File: src/rtl/dial_cmd_parser.sv
// rtl/dial_cmd_parser.sv - ASCII L/R<n> line parser that feeds a dial rotator in chunks of at most 100 steps
module dial_cmd_parser (
    input  logic        clk,
    input  logic        reset,
    input  logic        in_valid,
    input  logic [7:0]  in_data,
    input  logic        in_last,
    output logic        in_ready,
    output logic        cmd_start,
    output logic        cmd_direction,
    output logic [6:0]  cmd_distance,
    input  logic        cmd_busy,
    output logic [15:0] line_count,
    output logic [7:0]  err_count,
    output logic        done
);
    typedef enum logic [2:0] {
        S_IDLE,
        S_DIGITS,
        S_ISSUE,
        S_WAIT,
        S_SKIP,
        S_FIN
    } state_t;

    localparam logic [7:0]  CH_L      = 8'h4C;
    localparam logic [7:0]  CH_R      = 8'h52;
    localparam logic [7:0]  CH_LF     = 8'h0A;
    localparam logic [7:0]  CH_CR     = 8'h0D;
    localparam logic [13:0] MAX_CHUNK = 14'd100;

    state_t      r_state;
    logic        r_dir;
    logic [13:0] r_acc;
    logic [2:0]  r_ndig;
    logic [13:0] r_rem;
    logic        r_ended;
    logic        r_wait_first;
    logic        r_start;
    logic        r_cmd_dir;
    logic [6:0]  r_cmd_dist;
    logic [15:0] r_line_cnt;
    logic [7:0]  r_err_cnt;

    logic        w_accept;
    logic        w_is_digit;
    logic        w_is_lf;
    logic        w_is_cr;
    logic        w_is_dir;
    logic        w_dig_err;
    logic        w_line_end;
    logic [13:0] w_acc_next;
    logic [13:0] w_end_val;
    logic [6:0]  w_chunk;
    logic [7:0]  w_err_inc;

    assign in_ready      = (r_state == S_IDLE) || (r_state == S_DIGITS) || (r_state == S_SKIP);
    assign done          = (r_state == S_FIN);
    assign cmd_start     = r_start;
    assign cmd_direction = r_cmd_dir;
    assign cmd_distance  = r_cmd_dist;
    assign line_count    = r_line_cnt;
    assign err_count     = r_err_cnt;

    assign w_accept   = in_valid && in_ready;
    assign w_is_digit = (in_data >= 8'h30) && (in_data <= 8'h39);
    assign w_is_lf    = (in_data == CH_LF);
    assign w_is_cr    = (in_data == CH_CR);
    assign w_is_dir   = (in_data == CH_L) || (in_data == CH_R);
    assign w_acc_next = (r_acc * 14'd10) + {10'd0, in_data[3:0]};
    assign w_end_val  = w_is_digit ? w_acc_next : r_acc;
    assign w_chunk    = (r_rem > MAX_CHUNK) ? 7'd100 : r_rem[6:0];
    assign w_err_inc  = (r_err_cnt == 8'hFF) ? 8'hFF : r_err_cnt + 8'd1;

    // A final CR carrying in_last stands in for the newline, so it needs at least one digit.
    always_comb begin
        w_dig_err = 1'b1;
        if (w_is_digit)
            w_dig_err = (r_ndig == 3'd4);
        else if (w_is_cr)
            w_dig_err = in_last && (r_ndig == 3'd0);
        else if (w_is_lf)
            w_dig_err = (r_ndig == 3'd0);
    end

    assign w_line_end = !w_dig_err && (w_is_lf || in_last);

    always_ff @(posedge clk or posedge reset) begin
        if (reset) begin
            r_state      <= S_IDLE;
            r_dir        <= 1'b0;
            r_acc        <= '0;
            r_ndig       <= '0;
            r_rem        <= '0;
            r_ended      <= 1'b0;
            r_wait_first <= 1'b0;
            r_start      <= 1'b0;
            r_cmd_dir    <= 1'b0;
            r_cmd_dist   <= '0;
            r_line_cnt   <= '0;
            r_err_cnt    <= '0;
        end else begin
            r_start <= 1'b0;
            case (r_state)
                S_IDLE: begin
                    if (w_accept) begin
                        r_acc  <= '0;
                        r_ndig <= '0;
                        if (w_is_dir) begin
                            r_dir   <= (in_data == CH_R);
                            r_state <= in_last ? S_FIN : S_DIGITS;
                        end else if (w_is_lf || w_is_cr) begin
                            r_state <= in_last ? S_FIN : S_IDLE;
                        end else begin
                            r_err_cnt <= w_err_inc;
                            r_state   <= in_last ? S_FIN : S_SKIP;
                        end
                    end
                end
                S_DIGITS: begin
                    if (w_accept) begin
                        if (w_dig_err) begin
                            r_err_cnt <= w_err_inc;
                            r_acc     <= '0;
                            r_ndig    <= '0;
                            r_state   <= in_last ? S_FIN : S_SKIP;
                        end else if (w_line_end) begin
                            r_rem      <= w_end_val;
                            r_line_cnt <= r_line_cnt + 16'd1;
                            r_ended    <= in_last;
                            r_acc      <= '0;
                            r_ndig     <= '0;
                            if (w_end_val != 14'd0)
                                r_state <= S_ISSUE;
                            else
                                r_state <= in_last ? S_FIN : S_IDLE;
                        end else if (w_is_digit) begin
                            r_acc  <= w_acc_next;
                            r_ndig <= r_ndig + 3'd1;
                        end
                    end
                end
                S_ISSUE: begin
                    if (!cmd_busy) begin
                        r_start      <= 1'b1;
                        r_cmd_dir    <= r_dir;
                        r_cmd_dist   <= w_chunk;
                        r_rem        <= r_rem - {7'd0, w_chunk};
                        r_wait_first <= 1'b1;
                        r_state      <= S_WAIT;
                    end
                end
                S_WAIT: begin
                    // The rotator raises busy a cycle after the pulse, so the first WAIT cycle is blind.
                    r_wait_first <= 1'b0;
                    if (!r_wait_first && !cmd_busy) begin
                        if (r_rem != 14'd0)
                            r_state <= S_ISSUE;
                        else if (r_ended)
                            r_state <= S_FIN;
                        else
                            r_state <= S_IDLE;
                    end
                end
                S_SKIP: begin
                    if (w_accept) begin
                        if (in_last)
                            r_state <= S_FIN;
                        else if (w_is_lf)
                            r_state <= S_IDLE;
                    end
                end
                S_FIN: begin
                    r_state <= S_FIN;
                end
                default: begin
                    r_state <= S_IDLE;
                end
            endcase
        end
    end
endmodule

File: config.mk
export PLATFORM = sky130hd
export DESIGN_NAME = dial_cmd_parser
export DESIGN_NICKNAME = d
export VERILOG_FILES = /design/src/rtl/dial_cmd_parser.sv
export SDC_FILE = /design/constraint.sdc
export NUM_CORES = 1
export LEC_CHECK = 0
export ABC_AREA = 1
export CAP_MARGIN = 20
export CORE_MARGIN = 2
export CORE_UTILIZATION = 53
export CTS_BUF_LIST = sky130_fd_sc_hd__clkbuf_8 sky130_fd_sc_hd__clkbuf_16
export CTS_CLUSTER_DIAMETER = 30
export DETAILED_ROUTE_END_ITERATION = 10
export PLACE_DENSITY = 0.76
export SYNTH_ARGS = -nofsm -noshare
export SYNTH_HDL_FRONTEND = slang
export SYNTH_SLANG_ARGS = --single-unit
File: constraint.sdc
create_clock -name clk -period 2.9 [get_ports clk]
set_input_delay 0.435 -clock clk [delete_from_list [all_inputs] [get_ports clk]]
set_output_delay 0.435 -clock clk [all_outputs]
set_load 0.05 [all_outputs]
; Word level (Yosys, flattened, before mapping)
; Index checks and enable logic that the tools add are counted.
; Widths: inputs -> output; s select.
[word_totals]
ff_bits = 70
inputBits = 13
out_inout_bits = 35
wordCells = 126
[op_classes]
addsub = 5
n_mul = 1
n_lt_le_gt_ge = 3
eq_ne = 24
n_mux = 50
n_bitwise = 2
reduce_logical = 29
[op_table]
columns = operator, count
row1 = $mux 14, 9
row2 = $mux 3, 21
row3 = $pmux 14 s2, 2
row4 = $mux 8, 6
row5 = $reduce_bool 14->1, 2
row6 = $ne 2x2->1 const B, 10
row7 = $pmux 3 s6, 1
row8 = $add 16x1->16 const B, 1
row9 = $eq 8x4->1 const B, 2
row10 = $eq 8x7->1 const B, 2
row11 = $pmux 8 s2, 1
row12 = $add 14x4->14, 1
row13 = $gt 14x7->1 const B, 1
row14 = $mul 14x3->13 const B, 1
row15 = $sub 14x7->14, 1
row16 = $eq 3x3->1 const B, 3
row17 = $add 8x1->8 const B, 1
row18 = $eq 8x8->1 const B, 1
row19 = $ge 8x6->1 const B, 1
row20 = $le 8x6->1 const B, 1
row21 = $reduce_and 4->1, 2
row22 = $mux 1, 7
row23 = $mux 7, 1
row24 = $reduce_and 7->1, 1
row25 = 17 further kinds, 35

; Logic depth before layout (Yosys ltp)
; Gate-level depths: netlist of run 1.
[depth]
ltp_word = 10
ltp_mapped = 22
mapped_depth_nobuf = 22

; Worst setup path before layout of run 1
; Ideal clock, no wire load.
[synth_path]
kind = reg-to-reg
from = register r_acc[1]
to = register r_state[1]
setup_time_ns = 0.117
t_arrival_ns = 2.733
required_ns = 2.783
slack_ns = 0.051
stages_incl_launch_ff = 21
n_path_buf = 0
cell_sequence = dfrtp_1 > ha_1 > ha_1 > inv_1 > fa_1 > nor2_1 > nand2_1 > nor2_1 > nand2_1 > nor2_1 > nand3_1 > nor2_2 > nand2_1 > nand2_1 > nand3_1 > nand2_1 > nand3_1 > nand2_1 > nand2_1 > nand2_1 > nand2_1
[synth_between]
elab_chain_len = 9
[synth_lines]
columns = element, line_no
row1 = from (decl), 34  ; logic [13:0] r_acc;
row2 = from (signal assigned), 138  ; r_acc <= w_acc_next;
row3 = $mul 14x3->13, 70  ; assign w_acc_next = (r_acc * 14'd10) + {10'd0, in_data[3:0]};
row4 = $add 14x4->14, 70
row5 = $mux 14 (*), --
row6 = $reduce_bool 14->1 (*), 133  ; if (w_end_val != 14'd0)
row7 = $mux 3 (*), 133
row8 = $mux 3 (*), 127  ; end else if (w_line_end) begin
row9 = $mux 3 (*), 122  ; if (w_dig_err) begin
row10 = $mux 3 (*), 121  ; if (w_accept) begin
row11 = $pmux 3 s6 (*), 104  ; case (r_state)
row12 = to (signal assigned), 111  ; r_state <= in_last ? S_FIN : S_DIGITS;
row13 = to (signal assigned), 113  ; r_state <= in_last ? S_FIN : S_IDLE;
row14 = to (signal assigned), 126  ; r_state <= in_last ? S_FIN : S_SKIP;
row15 = to (decl), 32  ; state_t r_state;
; Mark *: on every way between the ends. The rest lies on a longest branch, timed or not. The select of a mux whose other input is x is not followed.
; A chain may end at the register's enable or synchronous reset.

; Worst setup path after layout of run 1
; Same ends and word-level chain as after synthesis.

==> results.yml, run 1 <==
synthesis:
  synth_edf_count: 0
  postSynthCellCount: 690
  netlist_area_um2: 4936
  async_reset_ff_frac: 1.000
  yosys-top-cells-area: "dfrtp_1 (35%), nand2_1 (15%), inv_1 (7.8%), ha_1 (6.8%), nand3_1 (5.7%)"
  synth_area_leader_cell: "dfrtp_1"
  yosysUniqueCellTypes: 49
  yosysSeqAreaShare: 0.3549
  syn_area_per_cell_um2: 7.154
  ys.flop_type: "dfrtp_1"
  synth_top_cell_area_share: 0.3549
  yosysWarnings: 0
  syn_nets: 732
  synth.top_cells.by_count: "nand2_1 (199), inv_1 (102), dfrtp_1 (70), nand3_1 (56), nor2_1 (53)"
  synth_seq_cells: 70
  synth_most_common_cell: "nand2_1"
worst_setup_path:
  rr_startpoint: "r_acc[1]"
  cp-endpoint: "r_state[1]"
  ff2ff_path_depth: 21
  cp.required_ns: 3.13
  critPathLaunch: "r_acc[1]"
  r2r_slack_ns: -0.06
  r2r-end: "r_state[1]"
  end_kind: "flip-flop"
  cp.arrival_ns: 3.19
  crit_type: "flip-flop to flip-flop"
  cp_max_fo: 3
  cp-start-kind: "flip-flop"
min_path:
  holdCritPathClass: "input pin to async pin"
power_and_ir_drop:
  internal_power_w: 0.001817
  p_leak_nw: 3.103
  switchingPower_w: 0.001410
  p_clk_frac: 0.205
  p_comb_frac: 0.400
  seq_power_share: 0.396
  totalPowerFinal_w: 0.003227
  swShare: 0.4369
  vdd.ir_drop.worst_uv: 444.9
  p_per_area_nw_per_um2: 532.7
floorplanning:
  fp.dieW_um: 100.5
  die_h_um: 100.5
  start_util: 0.5393
  rows: 35
  core_um2: 9153
  die_area_um2: 10100
  io_pins: 48
layout:
  register_area_um2: 1752
  n_antenna_cell: 0
  final_nets: 818
  multi_input_area_um2: 2829
  syn_to_final_growth_pct: 22.71
  fill_cells: 775
  drive_above_1_share: 0.1346
global_routing:
  grt_overflow: 0
  grt_pass1_vias: 4650
  antenna_found_initial: 0
  grt_max_degree: 71
  globalRouteTotalUtil: 0.2505
  grt_pass1_wl_mm: 20.44
timing:
  holdWs_ns: 0.4761
  tightest_slew_ns: 0.5120
  hold_viol_final: 0
  skew_ns: 0.01202
  rsz0062_at_grt: "true"
  clock.fmax_mhz: 338.1
  drv_slew: 0
  final.min_clock_period_ns: 2.958
  setup_ws_ns: -0.05761
  timing.final.crit_share: 1.020
  slew_headroom: 0.6576
  setup_viol: 2
  tns_ns: -0.06329
drt:
  detail_route.first_pass.iterations: 7
  drc: 0
  vias: 4835
  wl_per_cell_um: 13.63
  first_iter_violations: 287
  ant_nets: 0
  routed_wl_mm: 12.14
  viasPerCell: 5.426
clock_network:
  tritoncts: "yes"
  cts_made_buffers: 9
  clock_path_buffers: 2
  clock_sinks: 70
  htreeDepth: 3
  insertion_delay_ns: 0.35
  root_buffer: "clkbuf_8"
  clkTransAtPathRegs_ns: 0.08
status:
  violations: "setup timing"
  status: "complete, but fails checks"
placement:
  port_buffers: 47
  gp_congestion: 0.9755
  place_ws_ns: -0.1805
  dp_hpwl_mm: 9.152
run:
  cap_viol_max_count: 0
[power by group through the flow]
stage,clock network (W),logic [W],registers (W)
3_3_place_gp,0,0.00125,0.00128
4_1_cts,0.000680,0.00128,0.00127
3_5_place_dp,0,0.00128,0.00129
5_1_grt,0.000716,0.00141,0.00130
2_1_floorplan,0,0.000704,0.00148
6_report,0.000661,0.00129,0.00128
[timing repair]
item	in CTS	in global routing
pin swaps	10	16
setup buffers	6	3
gates resized for setup	5	26
setup endpoints to repair	6	11
hold buffers	0	0
[worst min path at each step]
stage | slack [ns] | end | startpoint | cells past startpoint
floorplan | 0.45 | cmd_direction | r_dir | 2
global placement | 0.46 | line_count[15] | line_count[15] | 1
detailed placement | 0.46 | cmd_direction | cmd_direction | 2
CTS | 0.48 | line_count[15] | line_count[15] | 1
global route | 0.50 | line_count[15] | line_count[15] | 1
finish | 0.48 | err_count[4] | reset | 3
[logic make-up after synthesis]
group | share of synthesized area
simple gates | 0.3217
buf+inv | 0.09480
compound gates | 0.1080
flops | 0.3549
fa+ha+maj | 0.07655
xor+xnor | 0.03904
mux | 0.004309
other cells | 0.0007597
[per-layer routing]
layer / global-route usage / share of wire
met3: 0.04300 / 0.051
met1: 0.3311 / 0.45
met2: 0.4192 / 0.48
met4: 0.08325 / 0.015
met5: 0 / 0
[metrics by stage]
step | util | std cells | area, µm²
after CTS | 0.6477 | 888 | 5928
after global routing | 0.6618 | 891 | 6057
after detailed placement | 0.6247 | 867 | 5718
after floorplan | - | 690 | 4936
final | 0.6618 | 891 | 6057
after global placement | 0.6247 | 867 | 5718
[state kept, by name, indices dropped and copies added (netlist names)]
name and cells:
err_count 8, cmd_distance 7, line_count 16, cmd_start 1
r_wait_first 1, r_ended 1, r_acc 14, cmd_direction 1
r_ndig 3, r_dir 1, r_rem 14, r_state 3
[layout by cell type, fill, tap and decap left out, types with 3 or more instances in the layout]
| master | count |
|---|---|
| nand2_4 | 4 |
| buf_4 | 35 |
| nor2_2 | 8 |
| a31oi_1 | 3 |
| nand4_1 | 11 |
| o22ai_1 | 13 |
| a21oi_1 | 14 |
| nor2_4 | 5 |
| nand2_2 | 10 |
| xor2_1 | 14 |
| nor3_1 | 14 |
| o21ai_0 | 32 |
| clkbuf_8 | 9 |
| nand3_1 | 53 |
| clkdlybuf4s50_1 | 47 |
| inv_1 | 101 |
| o21ai_1 | 3 |
| nor4_1 | 4 |
| ha_1 | 24 |
| clkinv_2 | 4 |
| dfrtp_1 | 70 |
| o221ai_1 | 8 |
| xnor2_1 | 7 |
| nand2_1 | 193 |
| inv_2 | 7 |
| nor2_1 | 47 |
[layout make-up]
type / count / share of cell area
Sequential cell: 70 / 0.2892
Clock buffer: 9 / 0.02045
Inverter: 110 / 0.06899
Timing Repair Buffer: 84 / 0.1262
Multi-Input combinational cell: 501 / 0.4671
Clock inverter: 6 / 0.005164
Tap cell: 111 / 0.02293
[worst max-delay path, cell delays in order (launching register included)]
cell and delay (ns):
dfrtp_1 0.39, ha_1 0.30, ha_2 0.19, inv_2 0.05, fa_2 0.46, nor2_4 0.18, nand2_4 0.08, buf_6 0.12
nand2_2 0.05, nand2_1 0.05, nand2_1 0.10, nand2_1 0.06, inv_1 0.06, nand4_1 0.10, nor2_1 0.12, nand3_1 0.09
nor2_2 0.15, nand3_1 0.08, nand2_1 0.07, nand2_1 0.05, nand2_1 0.06, nand2_1 0.05
Power figures use the tool's default switching activity.
==> inputs of run 2 (changes only) <==
--- a/config.mk
+++ b/config.mk
@@ -12,7 +12,7 @@
 export CTS_BUF_LIST = sky130_fd_sc_hd__clkbuf_8 sky130_fd_sc_hd__clkbuf_16
 export CTS_CLUSTER_DIAMETER = 30
 export DETAILED_ROUTE_END_ITERATION = 10
-export PLACE_DENSITY = 0.76
+export PLACE_DENSITY_LB_ADDON = 0.2
 export SYNTH_ARGS = -nofsm -noshare
 export SYNTH_HDL_FRONTEND = slang
 export SYNTH_SLANG_ARGS = --single-unit
==> run 2 against run 1 <==
Sequential share of layout area is 0.50 points lower. Global-route usage is 0.067 points lower. Largest power group unchanged. The run still ends with setup timing left. Wire length is 2.9% higher.
==> results.yml, run 2 (same netlist as run 1, synthesis figures left out) <==
global_routing:
  globalRouteTotalUtil: 0.2499
  grt_overflow: 0
  grt_max_degree: 46
  grt_pass1_vias: 4629
  grt_pass1_wl_mm: 20.44
  antenna_found_initial: 0
  gr-usage-met2: 0.4094
  met1_usage: 0.3380
  gr-usage-met3: 0.04646
  top_usage_layer: "met2"
drt:
  first_iter_violations: 306
  routed_wl_mm: 12.50
  vias: 4899
  detail_route.first_pass.iterations: 5
  drc: 0
  ant_nets: 0
  wl_per_cell_um: 13.94
  viasPerCell: 5.462
worst_setup_path:
  crit_type: "flip-flop to flip-flop"
  ff2ff_path_depth: 20
  cp-start-kind: "flip-flop"
  end_kind: "flip-flop"
  crit_top_cell: "nand2_1"
  max_stage_delay_ns: 0.45
  cp_max_fo: 2
  cp.arrival_ns: 3.27
  cp.required_ns: 3.20
  cpMaxStageDelayCell: "fa_2"
  crit_path_cell_trace: "ha_1 > ha_2 > inv_2 > fa_2 > nor2_2 > nand2_2 > buf_4 > nand2_2 > nand2_1 > nand2_1 > nand2_1 > inv_1 > nand4_1 > nor2_1 > nand3_1 > nor2_2 > nand4_1 > nand2_1 > nand2_1 > nand2_1"
clock_network:
  clkTransAtPathRegs_ns: 0.08
  root_buffer: "clkbuf_8"
  clock_path_buffers: 2
  htreeDepth: 3
  cts_made_buffers: 9
  tritoncts: "yes"
  insertion_delay_ns: 0.35
  clock_sinks: 70
timing:
  hold_viol_final: 0
  tns_ns: -0.1989
  final.min_clock_period_ns: 2.975
  drv_slew: 0
  setup_viol: 3
  holdWs_ns: 0.4633
  setup_ws_ns: -0.07485
  tightest_slew_ns: 0.5900
  rsz0062_at_grt: "true"
  clock.fmax_mhz: 336.2
  slew_headroom: 0.6061
  timing.final.crit_share: 1.026
  skew_ns: 0.01066
placement:
  gp_congestion: 0.9337
  port_buffers: 47
  dp_hpwl_mm: 9.031
  dp.cells: 868
layout:
  layout_common_cells: "nand2_1 (187), inv_1 (98), dfrtp_1 (70)"
  drive_above_1_share: 0.1590
  stdcell_count: 897
  final_nets: 823
  n_antenna_cell: 0
  syn_to_final_growth_pct: 24.87
  fin_util: 0.6734
  final_common_cell: "nand2_1"
  largest_reg_flops: 16
floorplanning:
  io_pins: 48
  die_area_um2: 10100
  die_h_um: 100.5
  fp.dieW_um: 100.5
  rows: 35
  start_util: 0.5393
  core_um2: 9153
power_and_ir_drop:
  p_per_area_nw_per_um2: 547.6
  totalPowerFinal_w: 0.003375
  p_leak_nw: 3.133
  vdd.ir_drop.worst_uv: 502.2
status:
  status: "complete, but fails checks"
  violations: "setup timing"
run:
  cap_viol_max_count: 0
min_path:
  holdCritPathClass: "input pin to async pin"
-- run 2: worst paths after layout --
| kind | to | start | slack, ns |
|---|---|---|---|
| setup reg to reg | r_state[2] | r_acc[3] | -0.07 |
| max in group asynchronous | r_acc[9] | reset | 1.78 |
| hold / removal | err_count[0] | reset | 0.46 |
| hold reg to reg | line_count[15] | line_count[15] | 0.47 |
| setup / recovery | r_state[2] | r_acc[3] | -0.07 |
| min in group clk | line_count[15] | line_count[15] | 0.47 |
-- run 2: final cells by class --
| cell class | instances | area (µm²) |
|---|---|---|
| clock buffers | 9 | 123.9 |
| inverters | 110 | 417.9 |
| multi-input cells | 501 | 2855 |
| repair buffers | 89 | 802.0 |
| clock inverters | 7 | 73.82 |
| fillers | 771 | 2989 |
| flip-flops and latches | 70 | 1752 |
| well taps | 111 | 138.9 |
-- run 2: routing by layer --
| layer | vias up | wire, µm |
|---|---|---|
| li1 | 2434 | - |
| met4 | 0 | 225 |
| met1 | 2309 | 5578 |
| met3 | 25 | 590 |
| met2 | 131 | 6105 |
| met5 | - | 0 |
-- run 2: metrics by stage --
stage | cell area [µm²] | worst slack, ns
6_report | 6163 | -0.07485
3_3_place_gp | 5725 | -0.03653
3_5_place_dp | 5725 | -0.1700
2_1_floorplan | 4936 | 0.05051
5_1_grt | 6163 | -0.2921
4_1_cts | 5993 | -0.01110
-- run 2: worst max-delay path, delay by kind of cell, from the launching register on --
| kind | cells | cell delay [ns] |
|---|---|---|
| simple gates | 14 | 1.36 |
| flops | 1 | 0.39 |
| fa+ha+maj | 3 | 0.94 |
| buf+inv | 3 | 0.25 |
-- run 2: report_power, final --
group	switching [W]	internal (W)
Combinational	0.000900	0.000410
Clock	0.000396	0.000400
Sequential	0.000150	0.00112
-- run 2: timing repair --
action                                  CTS  global route
hold buffers                              0             0
pin swaps                                10            16
resized for setup                         8            36
cloned                                    0             0
buffers inserted                          6             7
endpoints found under the setup margin    6            12
==> inputs of run 3 (changes only) <==
--- a/config.mk
+++ b/config.mk
@@ -7,7 +7,7 @@
 export LEC_CHECK = 0
 export ABC_AREA = 1
 export CAP_MARGIN = 20
-export CORE_MARGIN = 2
+export CORE_MARGIN = 5
 export CORE_UTILIZATION = 53
 export CTS_BUF_LIST = sky130_fd_sc_hd__clkbuf_8 sky130_fd_sc_hd__clkbuf_16
 export CTS_CLUSTER_DIAMETER = 30
==> run 3 against run 2 <==
Design area shrank 1.2%. The flow now finishes without violations. Critical endpoint is now r_state[1]. Clock skew is essentially flat. Power grew 1.9%. Largest cell class unchanged. Die area increased by 12%. Clock-buffer cell count did not move. Final cell count shrank 0.89%. Via count shrank 1.1%. Clock power grew 8.4%. Maximum frequency is 4.0% higher. Register-to-register slack improved by 0.11 ns. Wire length is 1.5% lower. Sequential cell count stayed put.
==> results.yml, run 3 (same netlist as run 1, synthesis figures left out) <==
status:
  status: "finished, final reports clean"
clock_network:
  clkTransAtPathRegs_ns: 0.08
  cts_made_buffers: 9
  tritoncts: "yes"
  htreeDepth: 3
  clock_sinks: 70
  root_buffer: "clkbuf_8"
  insertion_delay_ns: 0.35
  hold_buffers: 0
  clock_path_buffers: 2
timing:
  rsz0062_at_grt: "true"
  clock.fmax_mhz: 349.5
  drv_slew: 0
  holdWs_ns: 0.4580
  hold_viol_final: 0
  final.min_clock_period_ns: 2.861
  skew_ns: 0.01026
  setup_viol: 0
  tightest_slew_ns: 0.5589
  timing.final.crit_share: 0.9866
  slew_headroom: 0.6269
placement:
  dp_hpwl_mm: 9.437
  port_buffers: 47
  gp_congestion: 0.9305
worst_setup_path:
  max_stage_delay_ns: 0.45
  ff2ff_path_depth: 20
  cp_top_family: "simple AND/OR/NAND/NOR gates"
  r2r_slack_ns: 0.04
  cp.required_ns: 3.14
  crit_type: "flip-flop to flip-flop"
  end_kind: "flip-flop"
  cpMaxStageDelayCell: "fa_2"
  cp.arrival_ns: 3.10
  r2r-end: "r_state[1]"
  cp_max_fo: 4
  cp-start-kind: "flip-flop"
  crit_top_cell: "nand2_1"
  rr_startpoint: "r_acc[1]"
  crit_path_cell_trace: "ha_1 > ha_2 > inv_2 > fa_2 > nor2_4 > nand2_2 > nor2_4 > nand2_1 > nor2_2 > nand3_2 > nor2_4 > nand2_1 > nand2_1 > nand3_2 > nand2_2 > nand3_1 > nand2_1 > nand2_1 > nand2_1 > nand2_1"
  path_buf_inv: 1
power_and_ir_drop:
  p_per_area_nw_per_um2: 564.9
  totalPowerFinal_w: 0.003440
  p_leak_nw: 3.102
  vdd.ir_drop.worst_uv: 377.9
layout:
  final_nets: 815
  fill_cells: 802
  syn_to_final_growth_pct: 23.37
  multi_input_area_um2: 2829
  drive_above_1_share: 0.1362
  layout_common_cells: "nand2_1 (193), inv_1 (100), dfrtp_1 (70)"
  n_antenna_cell: 0
  final_common_cell: "nand2_1"
  register_area_um2: 1752
  largest_reg_flops: 16
floorplanning:
  io_pins: 48
  start_util: 0.5393
  core_um2: 9153
  rows: 35
  die_h_um: 106.5
  fp.dieW_um: 106.5
  die_area_um2: 11340
drt:
  vias: 4844
  routed_wl_mm: 12.31
  wl_per_cell_um: 13.85
  drc: 0
  ant_nets: 0
  viasPerCell: 5.449
  detail_route.first_pass.iterations: 5
  first_iter_violations: 271
global_routing:
  antenna_found_initial: 0
  grt_overflow: 0
  grt_pass1_wl_mm: 21.10
  grt_max_degree: 47
  grt_pass1_vias: 4728
  globalRouteTotalUtil: 0.2251
run:
  cap_viol_max_count: 0
min_path:
  holdCritPathClass: "input pin to async pin"
==> run 3: worst max-delay path by stage <==
stage | start | endpoint | slack (ns) | depth (start not counted)
floorplan | r_acc[1] | r_state[1] | 0.05 | 20
global placement | r_acc[1] | r_state[1] | -0.04 | 20
detailed placement | r_acc[1] | r_state[1] | -0.20 | 20
CTS | r_acc[1] | r_state[1] | 0.003 | 20
global route | r_acc[1] | r_state[2] | -0.19 | 21
finish | r_acc[1] | r_state[1] | 0.04 | 20
==> run 3: where the power goes <==
part / switching, W / total [W] / internal, W / leakage (nW)
Combinational: 0.000896 / 0.00130 / 0.000408 / 2.08
Clock: 0.000383 / 0.000863 / 0.000480 / 0.110
Sequential: 0.000154 / 0.00127 / 0.00112 / 0.911
==> run 3: timing repair <==
action / 4_1_cts / 5_1_grt
pin swaps: 4 / 6
resized for setup: 8 / 23
setup buffers: 2 / 3
setup endpoints to repair: 6 / 11
==> run 3: routing by layer <==
layer  vias up  part of all wire  GRT usage
li1       2415                 -          -
met1      2284              0.45     0.3001
met2       124              0.49     0.3747
met3        21             0.045    0.04311
met4         0             0.018    0.06301
met5         -                 0          0
==> run 3: through the flow <==
step           area, µm²  setup slack (ns)  cells    util  setup TNS [ns]
2_1_floorplan       4936           0.05051    690       -               0
3_3_place_gp        5725          -0.03805    868  0.6256        -0.04366
3_5_place_dp        5725           -0.1973    868  0.6256         -0.6945
4_1_cts             5982          0.003433    886  0.6536               0
5_1_grt             6090           -0.1912    889  0.6653         -0.6809
6_report            6090           0.03873    889  0.6653               0
==> run 3: worst register-to-register path: cells and delay by family, from the launching register on <==
kind	cells	cell delay, ns
DFF	1	0.39
buffers and inverters	1	0.05
and+or+nand+nor	16	1.33
adders and majority gates	3	0.96
==> run 3: final cells by class <==
cell class | count | share of cell area
clock buffers | 9 | 0.02034
clock inverters | 7 | 0.01479
inverters | 110 | 0.06863
multi-input cells | 501 | 0.4646
flip-flops and latches | 70 | 0.2877
well taps | 111 | 0.02281
repair buffers | 81 | 0.1212
